<file path="config.mk">
export PLATFORM = sky130hd
export DESIGN_NAME = ps2_key_transmitter_flat
export DESIGN_NICKNAME = d
export VERILOG_FILES = /design/src/rtl/ps2_key_transmitter_if.sv /design/src/rtl/ps2_key_transmitter.sv /design/src/flat_wrapper.sv
export SDC_FILE = /design/constraint.sdc
export NUM_CORES = 1
export LEC_CHECK = 0
export ABC_CLOCK_PERIOD_IN_PS = 3000
export CELL_PAD_IN_SITES_DETAIL_PLACEMENT = 1
export CELL_PAD_IN_SITES_GLOBAL_PLACEMENT = 1
export CORE_ASPECT_RATIO = 1.1
export CORE_MARGIN = 2
export CORE_UTILIZATION = 49
export CTS_BUF_LIST = sky130_fd_sc_hd__clkbuf_2 sky130_fd_sc_hd__clkbuf_4 sky130_fd_sc_hd__clkbuf_8
export CTS_CLUSTER_DIAMETER = 100
export DETAILED_ROUTE_END_ITERATION = 7
export MAX_ROUTING_LAYER = met4
export PLACE_DENSITY = 0.86
export SKIP_LAST_GASP = 1
export SLEW_MARGIN = 25
export SYNTH_ARGS = -nofsm -noshare
export SYNTH_HDL_FRONTEND = slang
export SYNTH_SLANG_ARGS = --single-unit
</file>
<file path="constraint.sdc">
create_clock -name CLOCK_50 -period 3 [get_ports CLOCK_50]
set_input_delay 0.75 -clock CLOCK_50 [delete_from_list [all_inputs] [get_ports CLOCK_50]]
set_output_delay 0.75 -clock CLOCK_50 [all_outputs]
set_load 0.05 [all_outputs]
</file>
<file path="src/rtl/ps2_key_transmitter_if.sv">
// Request/status and PS/2 line bundle for the keystroke transmitter.
interface ps2_key_transmitter_if;
  logic [4:0] letter_in;
  logic       send;
  logic       ready;
  logic       invalid;
  logic       ps2_clk_out;
  logic       ps2_dat_out;

  modport master (
    output letter_in, send,
    input  ready, invalid, ps2_clk_out, ps2_dat_out
  );

  modport slave (
    input  letter_in, send,
    output ready, invalid, ps2_clk_out, ps2_dat_out
  );
endinterface

</file>
<file path="src/rtl/ps2_key_transmitter.sv">
// PS/2 device-side keystroke emulator: sends the set-2 make code for a
// letter A..Z, optionally followed by F0 and the make code again.
module ps2_key_transmitter #(
  parameter int CLK_DIV    = 2500,
  parameter int GAP_CYCLES = 50000,
  parameter int SEND_BREAK = 1
) (
  input logic                  CLOCK_50,
  input logic                  reset,
  ps2_key_transmitter_if.slave bus
);

  localparam int CNT_W = (CLK_DIV > 1) ? $clog2(CLK_DIV) : 1;
  localparam int GAP_W = (GAP_CYCLES > 1) ? $clog2(GAP_CYCLES) : 1;
  localparam logic [CNT_W-1:0] CNT_LAST = CNT_W'(CLK_DIV - 1);
  localparam logic [GAP_W-1:0] GAP_LAST = GAP_W'(GAP_CYCLES - 1);

  localparam logic [1:0] S_IDLE = 2'd0;
  localparam logic [1:0] S_LOAD = 2'd1;
  localparam logic [1:0] S_BIT  = 2'd2;
  localparam logic [1:0] S_GAP  = 2'd3;

  localparam logic [7:0] BREAK_PREFIX = 8'hF0;

  // Set-2 make code for letter index 0..25; out-of-range maps to 0.
  function automatic logic [7:0] scan_code(input logic [4:0] letter);
    case (letter)
      5'd0:  scan_code = 8'h1C;  5'd1:  scan_code = 8'h32;
      5'd2:  scan_code = 8'h21;  5'd3:  scan_code = 8'h23;
      5'd4:  scan_code = 8'h24;  5'd5:  scan_code = 8'h2B;
      5'd6:  scan_code = 8'h34;  5'd7:  scan_code = 8'h33;
      5'd8:  scan_code = 8'h43;  5'd9:  scan_code = 8'h3B;
      5'd10: scan_code = 8'h42;  5'd11: scan_code = 8'h4B;
      5'd12: scan_code = 8'h3A;  5'd13: scan_code = 8'h31;
      5'd14: scan_code = 8'h44;  5'd15: scan_code = 8'h4D;
      5'd16: scan_code = 8'h15;  5'd17: scan_code = 8'h2D;
      5'd18: scan_code = 8'h1B;  5'd19: scan_code = 8'h2C;
      5'd20: scan_code = 8'h3C;  5'd21: scan_code = 8'h2A;
      5'd22: scan_code = 8'h1D;  5'd23: scan_code = 8'h22;
      5'd24: scan_code = 8'h35;  5'd25: scan_code = 8'h1A;
      default: scan_code = 8'h00;
    endcase
  endfunction

  // 11-bit frame, bit 0 sent first: start, data LSB-first, odd parity, stop.
  function automatic logic [10:0] make_frame(input logic [7:0] data);
    make_frame = {1'b1, ~^data, data, 1'b0};
  endfunction

  logic [1:0]       state;
  logic [1:0]       byte_idx;
  logic [3:0]       bit_cnt;
  logic [CNT_W-1:0] half_cnt;
  logic             phase;
  logic [GAP_W-1:0] gap_cnt;
  logic             invalid_q;
  logic [7:0]       code_q;
  logic [10:0]      shreg;

  logic accept;
  logic letter_ok;
  logic slot_end;
  logic more_bytes;

  assign accept     = (state == S_IDLE) && bus.send;
  assign letter_ok  = (bus.letter_in <= 5'd25);
  assign slot_end   = (state == S_BIT) && (half_cnt == CNT_LAST) && phase;
  assign more_bytes = (SEND_BREAK != 0) && (byte_idx < 2'd2);

  assign bus.ready       = (state == S_IDLE);
  assign bus.invalid     = invalid_q;
  assign bus.ps2_clk_out = ~((state == S_BIT) && phase);
  assign bus.ps2_dat_out = (state == S_BIT) ? shreg[0] : 1'b1;

  // Control FSM: request accept, bit-slot timing, inter-byte gap.
  always_ff @(posedge CLOCK_50 or posedge reset) begin
    if (reset) begin
      state     <= S_IDLE;
      byte_idx  <= 2'd0;
      bit_cnt   <= 4'd0;
      half_cnt  <= '0;
      phase     <= 1'b0;
      gap_cnt   <= '0;
      invalid_q <= 1'b0;
    end else begin
      invalid_q <= accept && !letter_ok;
      case (state)
        S_IDLE: begin
          byte_idx <= 2'd0;
          if (accept && letter_ok) state <= S_LOAD;
        end
        S_LOAD: begin
          bit_cnt  <= 4'd0;
          half_cnt <= '0;
          phase    <= 1'b0;
          state    <= S_BIT;
        end
        S_BIT: begin
          if (half_cnt == CNT_LAST) begin
            half_cnt <= '0;
            phase    <= ~phase;
            if (phase) begin
              if (bit_cnt == 4'd10) begin
                bit_cnt <= 4'd0;
                gap_cnt <= '0;
                state   <= S_GAP;
              end else begin
                bit_cnt <= bit_cnt + 4'd1;
              end
            end
          end else begin
            half_cnt <= half_cnt + 1'b1;
          end
        end
        default: begin
          if (gap_cnt == GAP_LAST) begin
            gap_cnt <= '0;
            if (more_bytes) begin
              byte_idx <= byte_idx + 2'd1;
              state    <= S_LOAD;
            end else begin
              byte_idx <= 2'd0;
              state    <= S_IDLE;
            end
          end else begin
            gap_cnt <= gap_cnt + 1'b1;
          end
        end
      endcase
    end
  end

  // Datapath: latch the make code on accept, load and shift the frame.
  always_ff @(posedge CLOCK_50) begin
    if (accept && letter_ok) code_q <= scan_code(bus.letter_in);
    if (state == S_LOAD)
      shreg <= make_frame((byte_idx == 2'd1) ? BREAK_PREFIX : code_q);
    else if (slot_end && (bit_cnt != 4'd10))
      shreg <= {1'b1, shreg[10:1]};
  end

endmodule

</file>
<file path="src/flat_wrapper.sv">
// flat-port wrapper written by rule: the top's interface ports become plain ports
module ps2_key_transmitter_flat 
#(
  parameter int CLK_DIV    = 2500,
  parameter int GAP_CYCLES = 50000,
  parameter int SEND_BREAK = 1
)
  (CLOCK_50, reset, bus_letter_in, bus_send, bus_ready, bus_invalid, bus_ps2_clk_out, bus_ps2_dat_out);
  ps2_key_transmitter_if bus_i ();
  input logic CLOCK_50;
  input logic reset;
  input wire logic [$bits(bus_i.letter_in)-1:0] bus_letter_in;
  input wire logic [$bits(bus_i.send)-1:0] bus_send;
  output wire logic [$bits(bus_i.ready)-1:0] bus_ready;
  output wire logic [$bits(bus_i.invalid)-1:0] bus_invalid;
  output wire logic [$bits(bus_i.ps2_clk_out)-1:0] bus_ps2_clk_out;
  output wire logic [$bits(bus_i.ps2_dat_out)-1:0] bus_ps2_dat_out;
  assign bus_i.letter_in = bus_letter_in;
  assign bus_i.send = bus_send;
  assign bus_ready = bus_i.ready;
  assign bus_invalid = bus_i.invalid;
  assign bus_ps2_clk_out = bus_i.ps2_clk_out;
  assign bus_ps2_dat_out = bus_i.ps2_dat_out;
  ps2_key_transmitter #(.CLK_DIV(CLK_DIV), .GAP_CYCLES(GAP_CYCLES), .SEND_BREAK(SEND_BREAK)) u_core (.CLOCK_50(CLOCK_50), .reset(reset), .bus(bus_i));
endmodule
</file>
==> results of run 1 <==
[final timing paths]
path | cells past startpoint | endpoint | startpoint
setup reg to reg | 6 | u_core.state[1] | u_core.state[1]
hold reg to reg | 2 | u_core.shreg[0] | u_core.shreg[0]
setup / recovery | 3 | bus_ready | u_core.state[0]
hold / removal | 2 | u_core.shreg[0] | u_core.shreg[0]
min in group asynchronous | 3 | u_core.half_cnt[11] | reset
max in group asynchronous | 3 | u_core.state[0] | reset
[per-stage QoR]
stage | hold slack (ns) | instance area [µm²]
after floorplan | 0.4511 | 3289
after global placement | 0.4686 | 3500
after detailed placement | 0.5249 | 3500
after CTS | 0.5414 | 3607
after global routing | 0.5682 | 3607
final | 0.5333 | 3607
[cell usage in the layout (no fill, tap or decap), types with 4 or more instances in the layout]
cell and n:
o21ai_0 22, edfxtp_1 16, nand2_1 43, mux2_2 4, dfrtp_1 38, nand3_1 14, inv_1 20, a22o_1 5
nor3_1 13, clkbuf_8 5, clkdlybuf4s50_1 11, xnor2_1 12, xor2_1 5, o21ai_1 4, ha_1 16, o22ai_1 4
or3_1 6, nand4_1 8, mux2i_1 7, buf_4 8, and3_1 8, nor2_1 42, a21oi_1 20
[tightest hold or removal path: cells and delay by family, from the launching register on]
| family | cells | cell delay, ns |
|---|---|---|
| flip-flops | 1 | 0.35 |
| multiplexers | 1 | 0.08 |
| AND/OR/NAND/NOR | 1 | 0.07 |
[sequential cells by signal, indices dropped and copies added (netlist names)]
name,cells
u_core.code_q,7
u_core.byte_idx,2
u_core.gap_cnt,16
u_core.state,2
u_core.bit_cnt,4
u_core.phase,1
u_core.shreg,10
u_core.half_cnt,12
u_core.bus.invalid,1
[logic make-up after synthesis]
logic type / share of synthesized area
DFF: 0.4412
buffers and inverters: 0.04298
and+or+nand+nor: 0.2381
adders and majority gates: 0.06086
xor gates and xnor gates: 0.04526
muxes: 0.04184
AOI/OAI and AO/OA: 0.1297
[synthesized netlist by cell type, drive strengths merged (4+ instances only)]
cell,n,area (µm²)
nand2,43,161.4
nor2,42,157.7
dfrtp,38,950.9
o21ai,26,130.1
a21oi,20,100.1
inv,20,75.07
edfxtp,16,480.5
ha,16,200.2
nand3,14,70.07
nor3,14,75.07
xnor2,12,105.1
clkbuf,11,41.29
nand4,9,62.56
and3,8,50.05
mux2i,7,70.07
or3,6,37.54
a22o,5,43.79
xor2,5,43.79
mux2,4,45.04
o22ai,4,25.02
[layout make-up]
| class | count | share of cell area |
|---|---|---|
| inverter | 21 | 0.02185 |
| clock buffer | 5 | 0.01908 |
| timing repair buffer | 19 | 0.04717 |
| tap | 82 | 0.02844 |
| clock inverter | 3 | 0.01075 |
| multi-input combinational | 272 | 0.4703 |
| sequential | 55 | 0.4024 |
[power groups by stage]
stage | clock network, mW | logic [mW] | registers (mW)
after floorplan | 0 | 0.869 | 1.05
after global placement | 0 | 1.10 | 1.07
after detailed placement | 0 | 1.15 | 1.09
after CTS | 0.505 | 1.16 | 1.08
after global routing | 0.530 | 1.30 | 1.10
final | 0.501 | 1.17 | 1.08
[metal layers]
layer  part of all wire  GRT usage
met1               0.46     0.3152
met2               0.51     0.3814
met3              0.020    0.03313
met4              0.012    0.05972
met5                  0          -
==> impl_metrics.ini, run 1 <==
[cts]
worstSkewPairLatency_ns = 0.32
clk_pin_slew_ns = 0.10
cts_htree_levels = 2
post-cts-setup-buffers = 0
ctsHoldBuffers = 0
cts_tree = done
cts_inserted_buffers = 5
ctsResizeCount = 0
numClockSinks = 55
clockRootBuffer = clkbuf_8
clockBufferDepth = 2

[timing]
rsz0062_at_grt = no
tightest_slew_ns = 0.6049
slew_viol_final = 0
hold_viol = 0
fin_crit_ns = 2.839
clock_skew_ns = 0.008734
slew_headroom = 0.5952
timing.final.crit_share = 0.9463
fin_ws_ns = 0.1612
setup_tns_ns = 0
finalSetupViolCount = 0
fmax_mhz = 352.3

[final_layout]
area_growth_pct = 9.661
area.sequential_um2 = 1451
antennaDiodeCount = 0
nFillCells = 789
layout.nets = 398
fin_cells = 457
multiInputGateArea_um2 = 1697
drive_gt1_frac = 0.06933
final_core_util = 0.5503

[critical_path]
endpoint_kind = output port
worstPathArrival_ns = 2.09
required_ns = 2.25
critPathMaxFanout = 8
cpPeakStageDelay_ns = 0.87
critPathTopFamily = buffers and inverters
cp-start-kind = flop
cp_slowest_cell = clkdlybuf4s50_1
worstSetupPathType = flop to output port
cp_cell_sequence = inv_1 > ha_1 > clkdlybuf4s50_1
r2r_slack_ns = 0.51
worst-path-buf-inv = 2

[power_and_ir_drop]
ir_drop_mv = 0.3980
pwr_density_cell_nw_per_um2 = 760.9
pwr-share-seq = 0.393
internal_power_mw = 1.601
switchingPower_mw = 1.143
cellLeakagePower_nw = 1.487
clockPowerShare = 0.183
swShare = 0.4165
combPwrFrac = 0.425
p_total_mw = 2.745

[synth]
ys_warn_count = 0
synth_area_per_cell_um2 = 9.087
ys.flop_type = dfrtp_1
synth.ff_latch_count = 55
synth_nets = 386
syn_inst = 362
synth_edf_count = 16
syn-cell-area_um2 = 3289
ys_types = 53
synth_seq_area_share = 0.4412
async_flop_share = 0.6909

[placed_design]
gp_congestion = 0.8061
port_buffers = 11
place_inst = 449
preCtsSetupSlack_ns = 0.1020
hpwl_um = 5694

[job]
cap_viol_max_count = 0

[grt]
antenna_found_initial = 0
grt_max_degree = 39
overflow = 0
grt_pass1_wl_um = 13340
track_usage = 0.2374
grt_pass1_vias = 2743

[routing]
dr.pass1.iters = 4
drtIter0Drc = 120
postRouteAntennaNets = 0
wl_per_cell_um = 17.40
vias = 2707
wl_um = 7952
viasPerCell = 5.923
drc = 0

[run_status]
status = completed

[die]
die-area_um2 = 7385
core-area_um2 = 6555
dieHeight_um = 89.93
initial_core_util = 0.5018
die_x_um = 82.12
num_io_pins = 12
num_rows = 31

[worst_hold_path]
hp-class = flop to flop
(Power assumes the default switching activity.)
==> run 2: changes to the inputs <==
--- a/config.mk
+++ b/config.mk
@@ -5,17 +5,17 @@
 export SDC_FILE = /design/constraint.sdc
 export NUM_CORES = 1
 export LEC_CHECK = 0
-export ABC_CLOCK_PERIOD_IN_PS = 3000
+export ABC_CLOCK_PERIOD_IN_PS = 3600
 export CELL_PAD_IN_SITES_DETAIL_PLACEMENT = 1
 export CELL_PAD_IN_SITES_GLOBAL_PLACEMENT = 1
 export CORE_ASPECT_RATIO = 1.1
 export CORE_MARGIN = 2
-export CORE_UTILIZATION = 49
+export CORE_UTILIZATION = 50
 export CTS_BUF_LIST = sky130_fd_sc_hd__clkbuf_2 sky130_fd_sc_hd__clkbuf_4 sky130_fd_sc_hd__clkbuf_8
 export CTS_CLUSTER_DIAMETER = 100
 export DETAILED_ROUTE_END_ITERATION = 7
 export MAX_ROUTING_LAYER = met4
-export PLACE_DENSITY = 0.86
+export PLACE_DENSITY = 0.87
 export SKIP_LAST_GASP = 1
 export SLEW_MARGIN = 25
 export SYNTH_ARGS = -nofsm -noshare
==> constraint.sdc (replaced) <==
create_clock -name CLOCK_50 -period 3.6 [get_ports CLOCK_50]
set_input_delay 0.9 -clock CLOCK_50 [delete_from_list [all_inputs] [get_ports CLOCK_50]]
set_output_delay 0.9 -clock CLOCK_50 [all_outputs]
set_load 0.05 [all_outputs]
==> impl_metrics.ini, run 2 (synthesized netlist as in run 1, its figures left out) <==
[power_and_ir_drop]
internal_power_mw = 1.261
switchingPower_mw = 0.9249
clockPowerShare = 0.165
swShare = 0.4232
pwr-share-seq = 0.408
p_total_mw = 2.185
pwr_density_cell_nw_per_um2 = 612.8
combPwrFrac = 0.427
ir_drop_mv = 0.3190
cellLeakagePower_nw = 1.466

[die]
num_io_pins = 12
num_rows = 31
dieHeight_um = 89.07
die-area_um2 = 7245
core-area_um2 = 6477
die_x_um = 81.34
initial_core_util = 0.5078

[final_layout]
final_cell_mix = nand2_1, nor2_1, dfrtp_1, o21ai_0
layout.nets = 395
drive_gt1_frac = 0.06452
layout_commonest_cell = nand2_1
antennaDiodeCount = 0
reg_top3 = u_core.gap_cnt: 16 flops, u_core.half_cnt: 12 flops, u_core.shreg: 10 flops
top_register = u_core.gap_cnt
largest_reg_flops = 16
area_growth_pct = 8.406

[routing]
dr_wl_met3_um = 111
postRouteAntennaNets = 0
wl_met1_um = 3533
wl_per_cell_um = 16.45
drtIter0Drc = 71
vias = 2633
viasPerCell = 5.800
top_layer = met4
wl_met2_um = 3759
wl_um = 7470
drc = 0
dr.pass1.iters = 4

[grt]
grt_pass1_vias = 2678
overflow = 0
track_usage = 0.2302
antenna_found_initial = 0
grt_max_degree = 39
grt_pass1_wl_um = 12540

[timing]
timing.hold.ws_ns = 0.4935
slew_viol_final = 0
finalSetupViolCount = 0
fin_crit_ns = 2.952
setup_tns_ns = 0
fin_ws_ns = 0.6482
fmax_mhz = 338.8
rsz0062_at_grt = no
timing.final.crit_share = 0.8199
slew_headroom = 0.5900
clock_skew_ns = 0.01718
hold_viol = 0
tightest_slew_ns = 0.6127

[job]
cap_viol_max_count = 0

[cts]
clockRootBuffer = clkbuf_8
ctsHoldBuffers = 0
clockBufferDepth = 2
cts_tree = done
cts_inserted_buffers = 5
cts_htree_levels = 2
clk_pin_slew_ns = 0.10
ctsResizeCount = 0
numClockSinks = 55
worstSkewPairLatency_ns = 0.32
post-cts-setup-buffers = 0

[critical_path]
required_ns = 2.70
cp_slowest_cell = clkdlybuf4s50_1
worstSetupPathType = flop to output port
cpPeakStageDelay_ns = 0.80
worstPathArrival_ns = 2.05
cp-start-kind = flop
cp_cell_sequence = inv_1 > ha_1 > nand2b_1 > clkdlybuf4s50_1
critPathMaxFanout = 9
endpoint_kind = output port

[placed_design]
port_buffers = 11
gp_congestion = 0.8279
preCtsSetupSlack_ns = 0.5281
hpwl_um = 5430

[worst_hold_path]
hp-class = flop to flop

[run_status]
status = completed
==> run 2: changes by cell type in the layout (fill, tap and decap cells not counted), sizes merged <==
cell,delta
buf,-3
bufinv,-1
clkbuf,+2
clkinv,-1
==> run 2: final cells by class <==
type	count	area, µm²
clock buffers	7	83.83
repair buffers	16	147.6
flip-flops and latches	55	1451
fillers	742	2912
well taps	82	102.6
clock inverters	1	5.005
multi-input cells	272	1697
inverters	21	78.83
==> run 2: path summary, 6_finish.rpt <==
kind	slack, ns	endpoint	startpoint	cells past startpoint
min in group asynchronous	0.99	u_core.gap_cnt[0]	reset	3
setup reg to reg	1.11	u_core.shreg[9]	u_core.half_cnt[0]	6
hold reg to reg	0.49	u_core.shreg[0]	u_core.shreg[1]	2
hold / removal	0.49	u_core.shreg[0]	u_core.shreg[1]	2
max in group asynchronous	2.26	u_core.bus.invalid	reset	3
setup / recovery	0.65	bus_ps2_dat_out	u_core.state[0]	4
==> run 2: power by group through the flow <==
stage	sequential, mW	combinational, mW	clock (mW)
after floorplan	0.874	0.724	0
after global placement	0.894	0.886	0
after detailed placement	0.901	0.932	0
after CTS	0.891	0.935	0.366
after global routing	0.911	1.04	0.391
final	0.891	0.933	0.361
==> run 2: metrics by stage <==
stage	util	cells	area [µm²]
after floorplan	-	362	3289
after global placement	0.5368	446	3477
after detailed placement	0.5368	446	3477
after CTS	0.5505	454	3566
after global routing	0.5505	454	3566
final	0.5505	454	3566
==> run 2: routing by layer <==
layer / vias up / GRT usage
met4: 0 / 0.05085
met5: - / -
li1: 1295 / -
met1: 1313 / 0.2912
met2: 20 / 0.3897
met3: 5 / 0.03636
==> run 2: worst max-delay path: cells and delay by family, from the launching register on <==
family        cells  cell delay (ns)
buf+inv           2             0.88
flops             1             0.41
fa+ha+maj         1             0.33
simple gates      1             0.12
